### src/rtl/approx_mul_pipe.sv
// Three-stage elastic quadrant-split multiplier with per-quadrant truncation.
// Operands split into H-bit halves; four partial products are recombined exactly.
module approx_mul_pipe #(
  parameter int WIDTH       = 8,
  parameter int APPROX_BITS = 2,
  parameter int CNT_W       = 16
) (
  input  logic               clk,
  input  logic               rst_n,
  input  logic               in_valid,
  output logic               in_ready,
  input  logic [WIDTH-1:0]   a,
  input  logic [WIDTH-1:0]   b,
  input  logic [3:0]         mode,
  output logic               out_valid,
  input  logic               out_ready,
  output logic [2*WIDTH-1:0] prod,
  output logic [3:0]         out_mode,
  output logic [CNT_W-1:0]   op_count
);

  localparam int H  = WIDTH / 2;
  localparam int QW = 2 * H;
  localparam int PW = 2 * WIDTH;

  // Exact H x H product, with the low APPROX_BITS cleared when approximate.
  // Bits beyond the product width saturate the clear to the whole product.
  function automatic logic [QW-1:0] quad_mul(input logic [H-1:0] x,
                                             input logic [H-1:0] y,
                                             input logic approx);
    logic [QW-1:0] q;
    q = {{H{1'b0}}, x} * {{H{1'b0}}, y};
    if (approx) begin
      for (int i = 0; i < QW; i++) begin
        if (i < APPROX_BITS) q[i] = 1'b0;
      end
    end
    return q;
  endfunction

  // The exact sum never exceeds (2^WIDTH-1)^2, so PW bits hold it with no carry-out.
  function automatic logic [PW-1:0] recombine(input logic [QW-1:0] ll,
                                               input logic [QW-1:0] lh,
                                               input logic [QW-1:0] hl,
                                               input logic [QW-1:0] hh);
    logic [PW-1:0] s;
    s = PW'(ll) + ((PW'(lh) + PW'(hl)) << H) + (PW'(hh) << WIDTH);
    return s;
  endfunction

  logic             vld_p0, vld_p1, vld_p2;
  logic             adv_p0, adv_p1, adv_p2;
  logic [WIDTH-1:0] a_p0, b_p0;
  logic [3:0]       mode_p0, mode_p1, mode_p2;
  logic [QW-1:0]    ll_p1, lh_p1, hl_p1, hh_p1;
  logic [PW-1:0]    prod_p2;

  // An empty stage always loads, so bubbles collapse under backpressure.
  assign adv_p2   = !vld_p2 || out_ready;
  assign adv_p1   = !vld_p1 || adv_p2;
  assign adv_p0   = !vld_p0 || adv_p1;
  assign in_ready = adv_p0;

  always_ff @(posedge clk or negedge rst_n) begin
    if (!rst_n) begin
      vld_p0   <= 1'b0;
      vld_p1   <= 1'b0;
      vld_p2   <= 1'b0;
      prod_p2  <= '0;
      mode_p2  <= '0;
      op_count <= '0;
    end else begin
      if (adv_p0) vld_p0 <= in_valid;
      if (adv_p1) vld_p1 <= vld_p0;
      if (adv_p2) vld_p2 <= vld_p1;
      // S2 -> S3: shift-add recombination
      if (adv_p2 && vld_p1) begin
        prod_p2 <= recombine(ll_p1, lh_p1, hl_p1, hh_p1);
        mode_p2 <= mode_p1;
      end
      if (vld_p2 && out_ready) op_count <= op_count + CNT_W'(1);
    end
  end

  always_ff @(posedge clk) begin
    // input -> S1: operand capture on accept
    if (adv_p0 && in_valid) begin
      a_p0    <= a;
      b_p0    <= b;
      mode_p0 <= mode;
    end
    // S1 -> S2: quadrant products
    if (adv_p1 && vld_p0) begin
      ll_p1   <= quad_mul(a_p0[H-1:0],     b_p0[H-1:0],     mode_p0[0]);
      lh_p1   <= quad_mul(a_p0[H-1:0],     b_p0[WIDTH-1:H], mode_p0[1]);
      hl_p1   <= quad_mul(a_p0[WIDTH-1:H], b_p0[H-1:0],     mode_p0[2]);
      hh_p1   <= quad_mul(a_p0[WIDTH-1:H], b_p0[WIDTH-1:H], mode_p0[3]);
      mode_p1 <= mode_p0;
    end
  end

  assign out_valid = vld_p2;
  assign prod      = prod_p2;
  assign out_mode  = mode_p2;

endmodule

### config.mk
export PLATFORM = sky130hd
export DESIGN_NAME = approx_mul_pipe
export DESIGN_NICKNAME = d
export VERILOG_FILES = /design/src/rtl/approx_mul_pipe.sv
export SDC_FILE = /design/constraint.sdc
export NUM_CORES = 1
export LEC_CHECK = 0
export BUFFER_PORTS_ARGS = -buffer_cell sky130_fd_sc_hd__buf_2
export CAP_MARGIN = 5
export CORE_MARGIN = 10
export CORE_UTILIZATION = 45
export DETAILED_ROUTE_END_ITERATION = 6
export PLACE_DENSITY = 0.7
export SETUP_SLACK_MARGIN = 0.15
export SLEW_MARGIN = 15
export SYNTH_ARGS = -nofsm -noshare
export SYNTH_HDL_FRONTEND = slang
export SYNTH_SLANG_ARGS = --single-unit
### constraint.sdc
create_clock -name clk -period 8 [get_ports clk]
set_input_delay 1.2 -clock clk [delete_from_list [all_inputs] [get_ports clk]]
set_output_delay 1.2 -clock clk [all_outputs]
set_load 0.02 [all_outputs]
Word-level counts from Yosys, hierarchy flattened

Index checks and enable logic that the tools add are counted.

Shift-type cells: 0
Equality and inequality tests: 0
Multiplexer cells: 0
Add/subtract/negate cells: 4
Reduce and logical (&&, ||, !) cells: 10
Div/mod/pow operators: 0
Multiply operators: 4
Order comparisons: 0
Bitwise operators: 0

Operators with widths:

| cell                                                            | count |
|---|---|
| 4-bit by 4-bit multiplier with 8-bit output                     | 4 |
| 14-bit by 16-bit adder with 16-bit output                       | 1 |
| 16-bit by 1-bit adder with 16-bit output, second input constant | 1 |
| 8-bit by 13-bit adder with 14-bit output                        | 1 |
| 8-bit by 8-bit adder with 9-bit output                          | 1 |
| 1-bit logical AND                                               | 4 |
| 1-bit zero test                                                 | 3 |
| 1-bit logical OR                                                | 3 |

Memory bits (writable): 0
Output and inout port bits: 38
ROM bits: 0
Register bits: 95
Bits in latches: 0
Memories kept: 0

Depth between registers and ports, before layout

Depth after elaboration: 5
Mapped depth: 14

Worst setup path after synthesis

OpenSTA, ideal clock, no wires.

Path type: register to register
Start point: register a_p0[0]
End point: register lh_p1[7], data pin
Required time: 7.742 ns
Path slack: 5.200 ns
Path buffers: 0
Stages on the path, launching flop included: 11
Clock period less this slack: 2.800 ns
Data arrival time: 2.542 ns
Setup time: 0.258 ns
Cells stage by stage: edfxtp_1 -> nand2_1 -> fa_1 -> inv_1 -> fa_1 -> ha_1 -> a21o_1 -> a21oi_1 -> o21bai_1 -> a21oi_1 -> xnor2_1

Longest elaborated chain between the ends: 1

RTL lines:

| item                                        | line | RTL |
|---|---|---|
| start, declared                             | 53   | `logic [WIDTH-1:0] a_p0, b_p0;` |
| start signal, assigned                      | 88   | `a_p0 <= a;` |
| 4-bit by 4-bit multiplier with 8-bit output | 32   | `q = {{H{1'b0}}, x} * {{H{1'b0}}, y};` |
| end signal, assigned                        | 95   | `lh_p1 <= quad_mul(a_p0[H-1:0], b_p0[WIDTH-1:H], mode_p0[1]);` |
| end, declared                               | 55   | `logic [QW-1:0] ll_p1, lh_p1, hl_p1, hh_p1;` |

Every way passes these cells.
A chain may end at the register's enable or synchronous reset.

Final worst setup path

Start point: register lh_p1[0]
End point: register prod_p2[14], in the netlist prod[14]

Longest elaborated chain between the ends: 3

RTL lines:

| item                                      | line | RTL |
|---|---|---|
| 8-bit by 8-bit adder with 9-bit output    | 47   | `s = PW'(ll) + ((PW'(lh) + PW'(hl)) << H) + (PW'(hh) << WIDTH);` |
| 8-bit by 13-bit adder with 14-bit output  | 47   |  |
| 14-bit by 16-bit adder with 16-bit output | 47   |  |
| end signal, assigned                      | 78   | `prod_p2 <= recombine(ll_p1, lh_p1, hl_p1, hh_p1);` |
| end, declared                             | 56   | `logic [PW-1:0] prod_p2;` |

Every way passes these cells.

==> metrics list <==
* Post-synthesis instance area: 5780 µm²
* Sinks on Clock Net: 95
- Setup total negative slack on the finished layout was measured at 0 ns.
- Antenna diode count: 0
- The post-route netlist has 16.0% of its cells at a drive strength greater than 1.
- Leakage power figure: about 3.1 nW
- Setup slack closes at 4.92 ns.
- Top-Level Pins: 62
- Once the clock tree was built, the setup fixing pass inserted 0 buffers.
- The worst hold path begins at ll_p1[1].
* Layout overhead on the synthesized area: 13.6%
- Buffers inserted during clock tree synthesis total 9.
* Number of cells on the worst reg-to-reg path: 14
- Die boundary height: 133 µm
- Final critical-path share of the clock period: roughly two fifths
- Critical path endpoint category: register
* Mean cell area of the mapped netlist: 11.4 µm²
* Count of cell types in the netlist: 46
* Pint: 1.13 mW
- At the pin with the least slew margin, the transition time is 1.05 ns.
- At the worst endpoint, the arrival time is 3.28 ns.
- Gates resized during post-CTS repair numbered 0.
- Part of the total power dissipated in sequential elements: between 30% and 40%
- The via count of the first global-routing pass is 3938.
* Detailed Routing Iterations Pass 1: 4
- Largest net degree at the start of global routing: 40
* Power after layout: about 1.8 mW
- After clock tree synthesis, the clock-pin slew on the worst setup and hold paths is 0.07 ns.
- The root buffer cell chosen for the clock tree is sky130_fd_sc_hd__clkbuf_16.
- Number of nets in the finished design: roughly 690
* Horizontal extent of the die: 133 µm
* Slack of the worst reg-to-reg path: a little under 5 ns
* Terminating pin of the worst hold path: prod[1]
- Share of total power in the clock network: between 20% and 30%
- Area of the die: 17800 µm²
- The synthesized design contains 95 register bits.
* Hold_buf cts: 0
- Counting the fill cells in the layout gives ~1.2k.
- Aggregate global routing overflow: 0
- Global routing used 12.7% of the available tracks.
- Total via count in the routed design: 3757
* CTS tree: done
- Net switching is 37.4% of the power.
* R2r endpoint: prod[14]
- Category of the worst setup path launch point: register
* Number of hold violations in the final report: 0
- Headroom to the max-slew limit: just under 30%
* Clock latency reported for the late side of the worst-skew pair: around 0.35 ns
* Violation count after the first detailed-route iteration: 118
- Sequential elements use between 40% and 50% of the synthesized area.
- Portion of synthesized cell area occupied by the leading cell type: 29.1%
- Summing all multi-input logic gate instances after layout gives slightly below 3000 µm².
- Hold WC Path Type: register to register
* Flip-flop and latch area: 2660 µm²
* Worst flop-to-flop path startpoint: lh_p1[0]
- Counting along the longest clock path gives a buffer depth of 2.
- Syn Nets: about 620
- Power dissipated by switching net loads: 0.676 mW
- Along the worst path, the maximum fanout reaches 7.
- The first global-routing pass estimated 18800 µm of wire.
- Detailed placement ended at an HPWL of 8540 µm.
- The number of antenna violations at the first check in global routing came to 0.
* Depth of the worst hold-timing path: 2
- Post-route antenna net violation count: 0
- At the end of routability-driven placement, the weighted congestion stood at 0.869.
- Required time at the endpoint of the critical path: about 8 ns
- Routed Wire Length: 11000 µm
- The initial utilization of the core area, before any placement, comes to ~46%.
- Total of endpoints with negative setup slack in the final report: 0
* Yosys top cell by area: sky130_fd_sc_hd__edfxtp_1
- Max-cap violations in this run came to 0.
* Maximum clock frequency: 324 MHz
* Core footprint: around 13000 µm²
- H-tree Lvls: 3
- In the routed design, unresolved DRC markers number 0.
- Using the TritonRoute via totals, the vias-per-cell ratio works out to 4.98.
* Final clock skew: 0.00528 ns
- Of the total power, combinational logic draws 38.7%.
* Per-cell routed wire length: approximately 15 µm
* Number of buffers added on ports: 61
- Worst setup slack after placement: 4.94 ns
- Worst setup path category: register to register
- The Yosys step of the flow raised 0 warnings.
- Setup repair after global routing left no endpoint under its margin.
* Pwr/cell area: about 280 nW/µm²
- Peak supply drop: 0.000111 V
- The clock period could shrink to 3.08 ns.
* Synth Instances: 509
- Standard-cell row count: 41
* Result of the run: finished clean
- Leading post-synthesis cells by cell area: sky130_fd_sc_hd__edfxtp_1 29%, sky130_fd_sc_hd__dfrtp_1 17%, sky130_fd_sc_hd__ha_1 15%
* Max-slew violation total from the final report: 0
-- through the flow --
stage | cell area, µm² | util, % | instances | hold WS [ns]
after floorplan | 5780 | - | 509 | 0.415
after global placement | 6290 | 49.9 | 739 | 0.421
after detailed placement | 6290 | 49.9 | 739 | 0.430
after CTS | 6570 | 52.1 | 755 | 0.445
after global routing | 6570 | 52.1 | 755 | 0.474
final | 6570 | 52.1 | 755 | 0.448
-- cells in the final DEF (no fill, tap or decap), types with 2 or more instances in the layout --
master | netlist | routed
sky130_fd_sc_hd__buf_2 | 2 | 61
sky130_fd_sc_hd__a21oi_2 | 2 | 2
sky130_fd_sc_hd__dfrtp_1 | 39 | 39
sky130_fd_sc_hd__clkbuf_16 | 0 | 9
sky130_fd_sc_hd__nand2b_1 | 5 | 5
sky130_fd_sc_hd__inv_4 | 0 | 3
sky130_fd_sc_hd__ha_1 | 68 | 68
sky130_fd_sc_hd__and4b_1 | 2 | 2
sky130_fd_sc_hd__xnor2_1 | 33 | 33
sky130_fd_sc_hd__inv_1 | 33 | 33
sky130_fd_sc_hd__fa_1 | 18 | 18
sky130_fd_sc_hd__o21bai_1 | 4 | 4
sky130_fd_sc_hd__a21o_1 | 9 | 9
sky130_fd_sc_hd__xor2_1 | 10 | 10
sky130_fd_sc_hd__and2_1 | 46 | 46
sky130_fd_sc_hd__nand3_1 | 6 | 6
sky130_fd_sc_hd__edfxtp_1 | 56 | 56
sky130_fd_sc_hd__and3_1 | 3 | 3
sky130_fd_sc_hd__and4_4 | 2 | 2
sky130_fd_sc_hd__nand4_1 | 6 | 6
sky130_fd_sc_hd__nand3_2 | 2 | 2
sky130_fd_sc_hd__o211ai_1 | 3 | 3
sky130_fd_sc_hd__nor2b_1 | 7 | 7
sky130_fd_sc_hd__nor3_1 | 10 | 10
sky130_fd_sc_hd__a21oi_1 | 23 | 23
sky130_fd_sc_hd__a211oi_1 | 3 | 3
sky130_fd_sc_hd__o21ai_1 | 9 | 9
sky130_fd_sc_hd__nor2_1 | 13 | 13
sky130_fd_sc_hd__nand2_1 | 75 | 75
-- power by group through the flow --
stage	Combinational, mW	Sequential, mW	Clock (mW)
4_1_cts	0.710	0.700	0.421
6_report	0.701	0.699	0.411
2_1_floorplan	0.467	0.758	0
5_1_grt	0.790	0.712	0.440
3_5_place_dp	0.700	0.711	0
3_3_place_gp	0.680	0.704	0
-- state kept, by name (all words and copies together), names as in the netlist --
name	flops
ll_p1	8
hl_p1	8
mode_p1	4
mode_p0	4
a_p0	8
vld_p1	1
vld_p0	1
out_mode	4
op_count	16
out_valid	1
prod	16
hh_p1	8
lh_p1	8
b_p0	8
-- cell families (layout without fill, tap and decap cells) --
logic type	Yosys count	count (layout)	share of synthesized area (%)
AO/OA/AOI/OAI	61	61	7.14
XOR/XNOR	43	43	6.51
adder cells (fa/ha/maj)	86	86	20.9
buffers and inverters	37	111	2.44
flip-flops	95	95	46.0
multiplexers	2	2	0.368
AND/OR/NAND/NOR	185	185	16.6
-- area by class of cell --
class	instances	area share (%)
clock buffer	11	3.60
clock inverter	5	0.590
sequential	95	40.5
multi-input combinational	377	45.4
tap	172	3.28
inverter	33	1.89
timing repair buffer	62	4.76
-- worst max-delay path, cell delays in order, from the launching register on --
cell                       delay, ns
sky130_fd_sc_hd__edfxtp_1       0.33
sky130_fd_sc_hd__ha_1           0.16
sky130_fd_sc_hd__inv_1          0.05
sky130_fd_sc_hd__fa_1           0.39
sky130_fd_sc_hd__nor2b_1        0.14
sky130_fd_sc_hd__o21ai_1        0.09
sky130_fd_sc_hd__a21oi_1        0.20
sky130_fd_sc_hd__a211oi_1       0.08
sky130_fd_sc_hd__nor3_1         0.30
sky130_fd_sc_hd__ha_1           0.35
sky130_fd_sc_hd__nand4_1        0.14
sky130_fd_sc_hd__nor3_1         0.07
sky130_fd_sc_hd__o41ai_2        0.37
sky130_fd_sc_hd__xor2_1         0.18
sky130_fd_sc_hd__o21ai_1        0.07
-- synthesized netlist by cell type, drive strengths merged --
master / number
a211o: 1
a211oi: 4
a21o: 9
a21oi: 25
a31oi: 1
and2: 47
and3: 3
and4: 2
and4b: 2
buf: 2
clkbuf: 2
dfrtp: 39
edfxtp: 56
fa: 18
ha: 68
inv: 33
mux2: 1
mux2i: 1
nand2: 75
nand2b: 5
nand3: 8
nand4: 6
nor2: 14
nor2b: 7
nor3: 12
nor3b: 1
nor4b: 1
o211ai: 3
o21ai: 10
o21bai: 4
o22ai: 1
o31ai: 2
o41ai: 1
or2: 1
or3: 1
xnor2: 33
xor2: 10
-- routing by layer --
layer | global-route usage (%) | up-vias | wire [µm]
met5 | 0 | - | 0
met2 | 20.6 | 68 | 5150
met3 | 3.31 | 15 | 505
met4 | 5.08 | 0 | 222
met1 | 15.7 | 1775 | 5140
li1 | - | 1899 | -
-- how the worst max path moves through the flow --
stage / start / to / slack [ns] / cells after the start
4_1_cts: lh_p1[0] / prod[14] / 4.92 / 14
3_3_place_gp: a_p0[0] / lh_p1[7] / 5.04 / 10
2_1_floorplan: a_p0[0] / lh_p1[7] / 5.20 / 10
3_5_place_dp: a_p0[4] / hh_p1[7] / 4.94 / 10
5_1_grt: lh_p1[0] / prod[15] / 4.71 / 14
6_report: lh_p1[0] / prod[14] / 4.92 / 14
Note: power is estimated with default switching activity, not from simulation.
